## src/rtl/lsu_pkg.sv

```systemverilog
// Shared definitions for the load/store controller.
//   MEM_LAST    : highest valid byte address of the data memory
//   F3_*        : RISC-V load/store width codes
//   state_e     : controller state encoding
//   rmw_lat_t   : latched sub-word store (address, width, merged word)
//   access_size : byte count of an access for a given width code
package lsu_pkg;

    localparam int unsigned MEM_LAST = 4096;
    localparam int unsigned XLEN     = 32;

    localparam logic [2:0] F3_B  = 3'b000;
    localparam logic [2:0] F3_H  = 3'b001;
    localparam logic [2:0] F3_W  = 3'b010;
    localparam logic [2:0] F3_BU = 3'b100;
    localparam logic [2:0] F3_HU = 3'b101;

    typedef enum logic [1:0] {
        ST_IDLE      = 2'd0,
        ST_LOAD_DONE = 2'd1,
        ST_RMW_WR    = 2'd2
    } state_e;

    typedef struct packed {
        logic [XLEN-1:0] addr;
        logic [2:0]      funct3;
        logic [XLEN-1:0] word;
    } rmw_lat_t;

    // Undefined codes report 4 bytes; they are rejected before use anyway.
    function automatic logic [2:0] access_size(input logic [2:0] funct3);
        case (funct3)
            F3_B, F3_BU: return 3'd1;
            F3_H, F3_HU: return 3'd2;
            default:     return 3'd4;
        endcase
    endfunction

endpackage

```

## src/rtl/lsu_extend.sv

```systemverilog
// Load data extraction for a big-endian memory word.
//   funct3 : in  width code of the load
//   word   : in  32-bit word read at the load address (addressed byte in [31:24])
//   ext_c  : out right-aligned, sign- or zero-extended load result
module lsu_extend
    import lsu_pkg::*;
(
    input  logic [2:0]      funct3,
    input  logic [XLEN-1:0] word,
    output logic [XLEN-1:0] ext_c
);

    // The addressed byte/halfword is always the most significant part of the word.
    always_comb begin
        ext_c = word;
        case (funct3)
            F3_B:    ext_c = {{24{word[31]}}, word[31:24]};
            F3_BU:   ext_c = {24'h000000, word[31:24]};
            F3_H:    ext_c = {{16{word[31]}}, word[31:16]};
            F3_HU:   ext_c = {16'h0000, word[31:16]};
            default: ext_c = word;
        endcase
    end

endmodule

```

## src/rtl/lsu_ctrl.sv

```systemverilog
// Load/store controller between the MEM stage and a big-endian data memory
// with combinational read and synchronous 32-bit write.
//   clock, reset        : clock and synchronous active-high reset
//   req_valid/we/funct3 : MEM-stage request, held stable until busy drops
//   req_addr/req_wdata  : byte address and right-aligned store data
//   busy, done, err     : stall, completion pulse, rejected-access flag
//   rdata               : registered load result
//   mem_value/esc/read/addr : memory write data, write enable, read enable, address
//   mem_rdata           : combinational memory read word
module lsu_ctrl
    import lsu_pkg::*;
(
    input  logic        clock,
    input  logic        reset,
    input  logic        req_valid,
    input  logic        req_we,
    input  logic [2:0]  req_funct3,
    input  logic [31:0] req_addr,
    input  logic [31:0] req_wdata,
    output logic        busy,
    output logic        done,
    output logic        err,
    output logic [31:0] rdata,
    output logic [31:0] mem_value,
    output logic        mem_esc,
    output logic        mem_read,
    output logic [31:0] mem_addr,
    input  logic [31:0] mem_rdata
);

    state_e          state_q, state_d;
    logic [XLEN-1:0] rdata_q, rdata_d;
    rmw_lat_t        rmw_q, rmw_d;

    logic [XLEN:0]   end_addr;
    logic            f3_valid;
    logic            illegal;
    logic            is_sw;
    logic [XLEN-1:0] merged;
    logic [XLEN-1:0] load_ext;

    // Request decode: last byte touched, computed one bit wider so no wrap.
    assign end_addr = {1'b0, req_addr} + (XLEN+1)'(access_size(req_funct3)) - (XLEN+1)'(1);
    assign f3_valid = (req_funct3 == F3_B)  || (req_funct3 == F3_H) || (req_funct3 == F3_W) ||
                      (req_funct3 == F3_BU) || (req_funct3 == F3_HU);
    assign illegal  = !f3_valid || (req_we && req_funct3[2]) ||
                      (end_addr > (XLEN+1)'(MEM_LAST));
    assign is_sw    = req_we && (req_funct3 == F3_W);

    // Sub-word store merge: new data replaces the addressed (most significant) bytes.
    assign merged = (req_funct3 == F3_B) ? {req_wdata[7:0],  mem_rdata[23:0]}
                                         : {req_wdata[15:0], mem_rdata[15:0]};

    lsu_extend u_extend (
        .funct3 (req_funct3),
        .word   (mem_rdata),
        .ext_c  (load_ext)
    );

    // State and datapath registers.
    always_ff @(posedge clock) begin
        if (reset) begin
            state_q <= ST_IDLE;
            rdata_q <= '0;
            rmw_q   <= '0;
        end else begin
            state_q <= state_d;
            rdata_q <= rdata_d;
            rmw_q   <= rmw_d;
        end
    end

    // Next state plus the load result and store latches.
    always_comb begin
        state_d = state_q;
        rdata_d = rdata_q;
        rmw_d   = rmw_q;
        case (state_q)
            ST_IDLE: begin
                if (req_valid) begin
                    if (illegal) begin
                        rdata_d = '0;
                    end else if (!req_we) begin
                        rdata_d = load_ext;
                        state_d = ST_LOAD_DONE;
                    end else if (!is_sw) begin
                        rmw_d.addr   = req_addr;
                        rmw_d.funct3 = req_funct3;
                        rmw_d.word   = merged;
                        state_d      = ST_RMW_WR;
                    end
                end
            end
            ST_LOAD_DONE: state_d = ST_IDLE;
            ST_RMW_WR:    state_d = ST_IDLE;
            default:      state_d = ST_IDLE;
        endcase
    end

    // Outputs; reset forces everything quiet, which also suppresses a pending RMW write.
    always_comb begin
        busy      = 1'b0;
        done      = 1'b0;
        err       = 1'b0;
        mem_value = '0;
        mem_esc   = 1'b0;
        mem_read  = 1'b0;
        mem_addr  = '0;
        if (!reset) begin
            case (state_q)
                ST_IDLE: begin
                    if (req_valid) begin
                        if (illegal) begin
                            done = 1'b1;
                            err  = 1'b1;
                        end else if (is_sw) begin
                            mem_esc   = 1'b1;
                            mem_addr  = req_addr;
                            mem_value = req_wdata;
                            done      = 1'b1;
                        end else begin
                            mem_read = 1'b1;
                            mem_addr = req_addr;
                            busy     = 1'b1;
                        end
                    end
                end
                ST_LOAD_DONE: done = 1'b1;
                ST_RMW_WR: begin
                    // Only byte/halfword stores ever reach this state; write only for those.
                    mem_esc   = (rmw_q.funct3 == F3_B) || (rmw_q.funct3 == F3_H);
                    mem_addr  = rmw_q.addr;
                    mem_value = rmw_q.word;
                    done      = 1'b1;
                end
                default: ;
            endcase
        end
    end

    assign rdata = rdata_q;

endmodule

```

## config.mk

```make
export PLATFORM = sky130hd
export DESIGN_NAME = lsu_ctrl
export DESIGN_NICKNAME = d
export VERILOG_FILES = /design/src/rtl/lsu_pkg.sv /design/src/rtl/lsu_extend.sv /design/src/rtl/lsu_ctrl.sv
export SDC_FILE = /design/constraint.sdc
export NUM_CORES = 1
export LEC_CHECK = 0
export CORE_MARGIN = 4
export CORE_UTILIZATION = 35
export DETAILED_ROUTE_END_ITERATION = 10
export MAX_ROUTING_LAYER = met4
export PLACE_DENSITY = 0.68
export SLEW_MARGIN = 25
export SYNTH_ARGS = -nofsm -noshare
export SYNTH_HDL_FRONTEND = slang
export SYNTH_SLANG_ARGS = --single-unit
```

## constraint.sdc

```tcl
create_clock -name clock -period 4.7 [get_ports clock]
set_input_delay 0.47 -clock clock [delete_from_list [all_inputs] [get_ports clock]]
set_output_delay 0.47 -clock clock [all_outputs]
set_load 0.03 [all_outputs]
```

==> summary.txt, run 1 <==
Status
  • Status: finished with violations
  • Failing checks: negative setup slack

Critical path
  • CP max-delay cell: or4_1
  • Endpoint type of the worst setup path: output port
  • Crit Path Category: in2out
  • CP required: approximately 4.2 ns
  • Crit Path Max Fanout: 8
  • Cell family with most CP delay: simple AND/OR/NAND/NOR gates
  • Largest stage delay, worst path: around 0.5 ns
  • Crit-path cells: buf_8, inv_4, nand2_4, ha_4, inv_2, ha_4, inv_2, fa_2, nor2b_4, o311a_4, o21ai_4, a2111oi_4, or4_1, a221o_1, nor4_4, nand4_4, nor4_4, buf_4, buf_6, buf_16, a22o_4, buf_6
  • Buf/Inv on CP: 8
  • Worst Path Arrival: about 4.4 ns
  • CP Launch Type: primary input

Final layout
  • Final cell count without fillers: approximately 1500
  • Final Util: a little under three fifths
  • Post-Layout Inst Area: roughly 12000 um^2
  • Layout cell share with drive strength beyond 1: between 20% and 30%
  • N_diodes: 0
  • P&R area growth vs syn: 57.9%
  • Fin nets: approximately 1400

Power
  • Power per Cell Area: around 210 nW/um^2
  • P_leak: approximately 4.9 nW
  • Worst IR drop on VDD: around 160 uV

Synthesis
  • Commonest cells in the netlist: a21oi_1, dfxtp_1, nand2_1, a22o_1, clkbuf_1
  • Ys async rst share: 0%
  • Yosys warning count: 0
  • Synthesized netlist net count: approximately 1100
  • Synth Cell Area: ~7600 um^2
  • Most common cell in the synthesized netlist: a21oi_1
  • Post-synth EDFFs: 0
  • Yosys cell types: 66
  • Top-area cell type share of the netlist area: 26.5%
  • Synth area leaders: dfxtp_1, a22o_1, a21oi_1, ha_1, o31ai_1
  • Synth Flop Type: dfxtp_1
  • Post-synthesis sequential area ratio: 26.5%
  • Synth area leader: dfxtp_1
  • FF+latch count, synth: 100
  • Mapped Cells: between 900 and 1000
  • Mean Syn Cell Area: about 7.6 um^2

Timing
  • Hold Fails Final Rpt: 0
  • Highest clock rate: approximately 210 MHz
  • Unrepaired setup endpoints after global routing: yes
  • PnR worst setup slack: -0.170 ns
  • Final setup fails: 67
  • Slew margin rel.: ~29%
  • Total Neg Setup Slack: -9.04 ns
  • WHS: ~0.47 ns
  • Final Max Tran Viols: 0
  • Fin crit share: 104%
  • Tmin final: 4.87 ns
  • Fin Clk Skew: roughly 0.0054 ns
  • Measured slew at the worst slew-check pin: 1.06 ns

Global route
  • Total GRT Usage: 24.3%
  • Pin count of the biggest net entering global routing: 53
  • First-pass GRT wire length: around 46 mm
  • Grt total ovfl: 0
  • Initial antenna violation count: 0
  • Vias in the first global route: approximately 8600

Detailed routing
  • Post-Route WL: approximately 30 mm
  • DRC: 0
  • Vias per cell: ~5.8
  • Number of routed nets with antenna violations: 0
  • Total iterations of the first detailed-routing run: 5
  • Via count: 8898
  • DRT iter0 DRCs: 632
  • DR WL/cell: between 15 and 20 um

Clock tree
  • Root Buffer: clkbuf_16
  • Worst skew pair latency: 0.35 ns
  • Number of buffers created by CTS: 9
  • TritonCTS clock tree: done
  • CTS max path bufs: 2
  • H-Tree Depth: 3
  • Hold Buf Count CTS: 0
  • CTS sink cnt: 100
  • Clock-pin slew on the worst setup and hold paths: ~0.08 ns

Die
  • Rows: 53
  • Die width: between 150 and 200 um
  • CORE AREA: 21200 um^2
  • Initial core utilization: a little over a third
  • Die area: roughly 24000 um^2
  • Ports: ~200
  • Chip height: between 150 and 200 um

Placement
  • Placed inst area: ~11000 um^2
  • # placed instances: 1503
  • GPL Wtd Cong: around 0.95
  • Port Buf Inserts: just over 200
  • DP HPWL: approximately 22 mm

Min path
  • Worst Hold Class: in2reg

Job
  • Max_cap viols: 0
-- repair_timing --
item / in CTS / in global routing
gates cloned: 3 / 2
pin swaps: 28 / 11
setup endpoints to repair: 69 / 69
resized for setup: 70 / 30
buffers inserted: 11 / 6
hold endpoints to repair: 0 / 0
-- through the flow --
step	setup WS, ns	power [W]
after floorplan	-0.246	0.00124
after global placement	-0.562	0.00157
after detailed placement	-0.624	0.00157
after CTS	-0.0470	0.00249
after global routing	-0.346	0.00260
final	-0.170	0.00250
-- state kept, by name, summed over array words and instances (netlist names) --
signal,flops
rmw_q,66
rdata,32
state_q,2
-- tightest hold or removal path: stages --
cell	delay, ns
dlymetal6s2s_1	0.16
nand4_1	0.08
a21oi_1	0.06
-- routing by layer --
layer	wire length, um	GRT usage [%]	part of all wire, %	vias up
met3	1710	3.56	5.7	53
met5	0	-	0	-
met2	14400	39.5	48	309
met4	918	7.74	3.1	0
met1	13100	31.2	43	4260
li1	-	-	-	4276
-- final cells by class --
type	instances	area (um^2)
Sequential cell	100	2000
Multi-Input combinational cell	745	5510
Tap cell	275	344
Clock inverter	6	120
Clock buffer	10	229
Fill cell	1915	9230
Timing Repair Buffer	355	3520
Inverter	50	190
-- cell usage in the layout (no fill, tap or decap), types with 7 or more instances in the layout --
cell,synthesis,layout
a211oi_1,24,22
a21o_1,8,7
a21oi_1,108,107
a22o_1,80,16
a22o_2,0,30
a22o_4,0,34
a31oi_1,27,26
buf_12,0,26
buf_4,3,157
buf_6,1,34
clkbuf_16,0,10
clkdlybuf4s50_1,0,123
dfxtp_1,100,100
ha_1,37,30
inv_1,50,45
mux2i_1,27,27
nand2_1,94,92
nand4_1,61,61
nor2_1,54,53
nor3_1,27,25
o211ai_1,8,8
o21ai_0,42,39
o31ai_1,52,52
xnor2_1,8,8
-- cell families after synthesis --
| family | count (synthesis) | synth area share [%] |
|---|---|---|
| XOR/XNOR | 12 | 1.39 |
| AO/OA/AOI/OAI | 384 | 34.7 |
| AND/OR/NAND/NOR | 282 | 19.2 |
| flip-flops | 100 | 26.5 |
| multiplexers | 29 | 4.03 |
| buffers and inverters | 145 | 7.84 |
| adder cells (fa/ha/maj) | 38 | 6.39 |
-- power breakdown --
group          internal, W  leakage, nW  switching [W]
sequential        0.000851        0.807     0.00000235
combinational     0.000344         3.89       0.000396
clock             0.000530        0.167       0.000374
-- final timing paths --
kind	depth (start not counted)	slack, ns	to	startpoint
min reg2reg	2	0.47	rmw_q[40]	rmw_q[40]
max reg2reg	6	2.41	rdata[22]	state_q[0]
min	3	0.47	rmw_q[47]	req_addr[12]
max	22	-0.17	mem_value[8]	req_funct3[1]
No activity file was read; power rests on OpenSTA's default activity.
==> run 2: changes to the inputs <==
CELL_PAD_IN_SITES_DETAIL_PLACEMENT = 0   (was unset)
CELL_PAD_IN_SITES_GLOBAL_PLACEMENT = 1   (was unset)
CORE_UTILIZATION = 32   (was 35)
PLACE_DENSITY = 0.83   (was 0.68)
==> run 2 against run 1 <==
  * The run still ends with negative setup slack left
  * Flip-flop and latch count did not move
  * Sequential share of layout area fell by 0.43 points
  * Cell count rose by 1.9%
  * Via count fell by 1.0%
  * Largest power group is now sequential cells
  * Utilization fell by 3.0 points
==> summary.txt, run 2 (synthesis gave the netlist of run 1 again) <==
Timing
  • Final Max Tran Viols: 0 (unchanged)
  • Measured slew at the worst slew-check pin: 0.956 ns (-0.106 ns)
  • Fin Clk Skew: 0.0135 ns (+0.00810 ns)
  • Hold Fails Final Rpt: 0 (unchanged)
  • PnR worst setup slack: -0.103 ns (+0.0666 ns)
  • Final setup fails: 65 (-3.0%)
  • Tmin final: 4.80 ns (-0.0666 ns)
  • Slew margin rel.: 36.1% (+6.9 points)
  • Highest clock rate: 208 MHz (+1.4%)
  • Fin crit share: 102% (-1.4 points)
  • Unrepaired setup endpoints after global routing: yes

Status
  • Failing checks: negative setup slack
  • Status: finished with violations

Die
  • Die area: 26100 um^2 (+8.9%)
  • Rows: 55 (+3.8%)
  • Ports: 204 (unchanged)
  • CORE AREA: 22900 um^2 (+8.3%)
  • Chip height: 162 um (+4.3%)
  • Die width: 162 um (+4.3%)
  • Initial core utilization: 33.0% (-2.7 points)

Final layout
  • Post-Layout Inst Area: 12200 um^2 (+2.6%)
  • Layout cell share with drive strength beyond 1: 27.8% (-0.35 points)
  • Most frequent cells in the layout: buf_4, clkdlybuf4s50_1, a21oi_1, dfxtp_1, nand2_1
  • Fin nets: 1393 (-0.64%)
  • Area occupied by multi-input gates: 5700 um^2 (+3.5%)
  • Largest register FFs: 66 (unchanged)
  • P&R area growth vs syn: 62.0%
  • Top reg by flops: rmw_q
  • N_diodes: 0 (unchanged)
  • Register area: 2000 um^2 (unchanged)
  • Fillers: 2130 (+11%)
  • Commonest non-fill, non-tap cell in the layout: buf_4

Critical path
  • Crit Path Max Fanout: 8 (unchanged)
  • CP max-delay cell: or4_1
  • Worst Path Arrival: 4.33 ns (-0.07 ns)
  • Cell family with most CP delay: compound AO/OA/AOI/OAI gates
  • Crit Path Category: in2out
  • CP required: 4.23 ns (about the same)
  • Largest stage delay, worst path: 0.51 ns (about the same)
  • Endpoint type of the worst setup path: output port
  • Crit-path cells: buf_8, inv_6, nand2_4, ha_4, inv_2, ha_4, inv_2, fa_2, nor2b_4, o311a_4, o21ai_4, a2111oi_4, or4_1, a221o_1, nor4_4, nand4_4, buf_6, nor4_4, buf_4, buf_12, a22o_4, buf_6
  • Buf/Inv on CP: 8 (unchanged)
  • CP Launch Type: primary input

Clock tree
  • Root Buffer: clkbuf_16
  • Worst skew pair latency: 0.36 ns (about the same)
  • CTS sink cnt: 100 (unchanged)
  • CTS max path bufs: 2 (unchanged)
  • Number of buffers created by CTS: 9 (unchanged)
  • Clock-pin slew on the worst setup and hold paths: 0.09 ns (about the same)
  • TritonCTS clock tree: done
  • H-Tree Depth: 3 (unchanged)

Detailed routing
  • Number of routed nets with antenna violations: 0 (unchanged)
  • DRT iter0 DRCs: 593 (-6.2%)
  • DRC: 0 (unchanged)
  • Total iterations of the first detailed-routing run: 7 (+2)
  • Via count: 8809 (-1.0%)
  • DR WL/cell: 20.1 um (+2.9%)
  • Vias per cell: 5.61 (-2.8%)
  • Post-Route WL: 31.5 mm (+4.8%)

Global route
  • Grt total ovfl: 0 (unchanged)
  • Initial antenna violation count: 0 (unchanged)
  • Vias in the first global route: 8655 (+1.2%)
  • Total GRT Usage: 23.9% (-0.34 points)
  • Pin count of the biggest net entering global routing: 62 (+17%)
  • First-pass GRT wire length: 49.6 mm (+6.9%)

Placement
  • Port Buf Inserts: 203 (unchanged)
  • Placement Setup Slack: -0.726 ns (-0.102 ns)
  • DP HPWL: 22.7 mm (+5.0%)
  • Placed inst area: 11100 um^2 (+0.93%)
  • GPL Wtd Cong: 0.918 (-3.6%)

Power
  • P_leak: 5.08 nW (+4.4%)
  • Power per Cell Area: 199 nW/um^2 (-4.9%)
  • Worst IR drop on VDD: 138 uV (-13%)

Job
  • Max_cap viols: 0 (unchanged)

Min path
  • Worst Hold Class: in2reg
==> run 2: per-stage QoR <==
stage / total power [W] / cells / TNS, ns / utilization, % / hold WS (ns)
finish: 0.00244 / 1570 / -4.01 / 53.4 / 0.388
global route: 0.00255 / 1570 / -16.61 / 53.4 / 0.383
CTS: 0.00244 / 1571 / -4.66 / 52.8 / 0.381
detailed placement: 0.00158 / 1539 / -71.06 / 48.5 / 0.461
global placement: 0.00158 / 1539 / -58.45 / 48.5 / 0.455
floorplan: 0.00124 / 990 / -12.20 / - / 0.448
==> run 2: worst reg2reg max path: stages, from the launching register on <==
cell	delay (ns)
dfxtp_1	0.32
inv_1	0.10
ha_1	0.22
nand2_1	0.56
nor2_2	0.76
nor2_1	0.09
nor3_1	0.16
==> run 2: where the power goes <==
| part | switching, W | internal (W) |
|---|---|---|
| Sequential | 0.00000249 | 0.000851 |
| Combinational | 0.000400 | 0.000335 |
| Clock | 0.000415 | 0.000436 |
==> run 2: layout make-up <==
class,instances,share of cell area [%]
Clock buffer,9,1.84
Clock inverter,7,0.838
Inverter,50,1.57
Multi-Input combinational cell,745,46.6
Sequential cell,100,16.4
Tap cell,313,3.20
Timing Repair Buffer,346,29.6
==> run 2: repair_timing <==
| item | in CTS | in global routing |
|---|---|---|
| buffers inserted | 13 | 0 |
| endpoints found under the setup margin | 95 | 67 |
| resized for setup | 118 | 38 |
| pin swaps | 19 | 6 |
| hold buffers | 0 | 0 |
| gates cloned | 5 | 1 |
==> run 2: per-layer routing <==
| metal | vias up | wire, um | global-route usage [%] |
|---|---|---|---|
| met1 | 4213 | 14300 | 31.5 |
| met4 | 0 | 586 | 6.00 |
| li1 | 4274 | - | - |
| met3 | 35 | 1570 | 2.88 |
| met2 | 287 | 15100 | 39.4 |
| met5 | - | 0 | - |
==> run 2: final timing paths <==
path / startpoint / to / slack (ns) / cells after the start
worst max-delay path: req_funct3[1] / mem_value[30] / -0.10 / 22
worst min-delay path: req_addr[1] / rmw_q[36] / 0.39 / 3
worst max register to register: state_q[0] / rdata[29] / 2.43 / 6
worst min register to register: rmw_q[33] / rmw_q[33] / 0.48 / 1
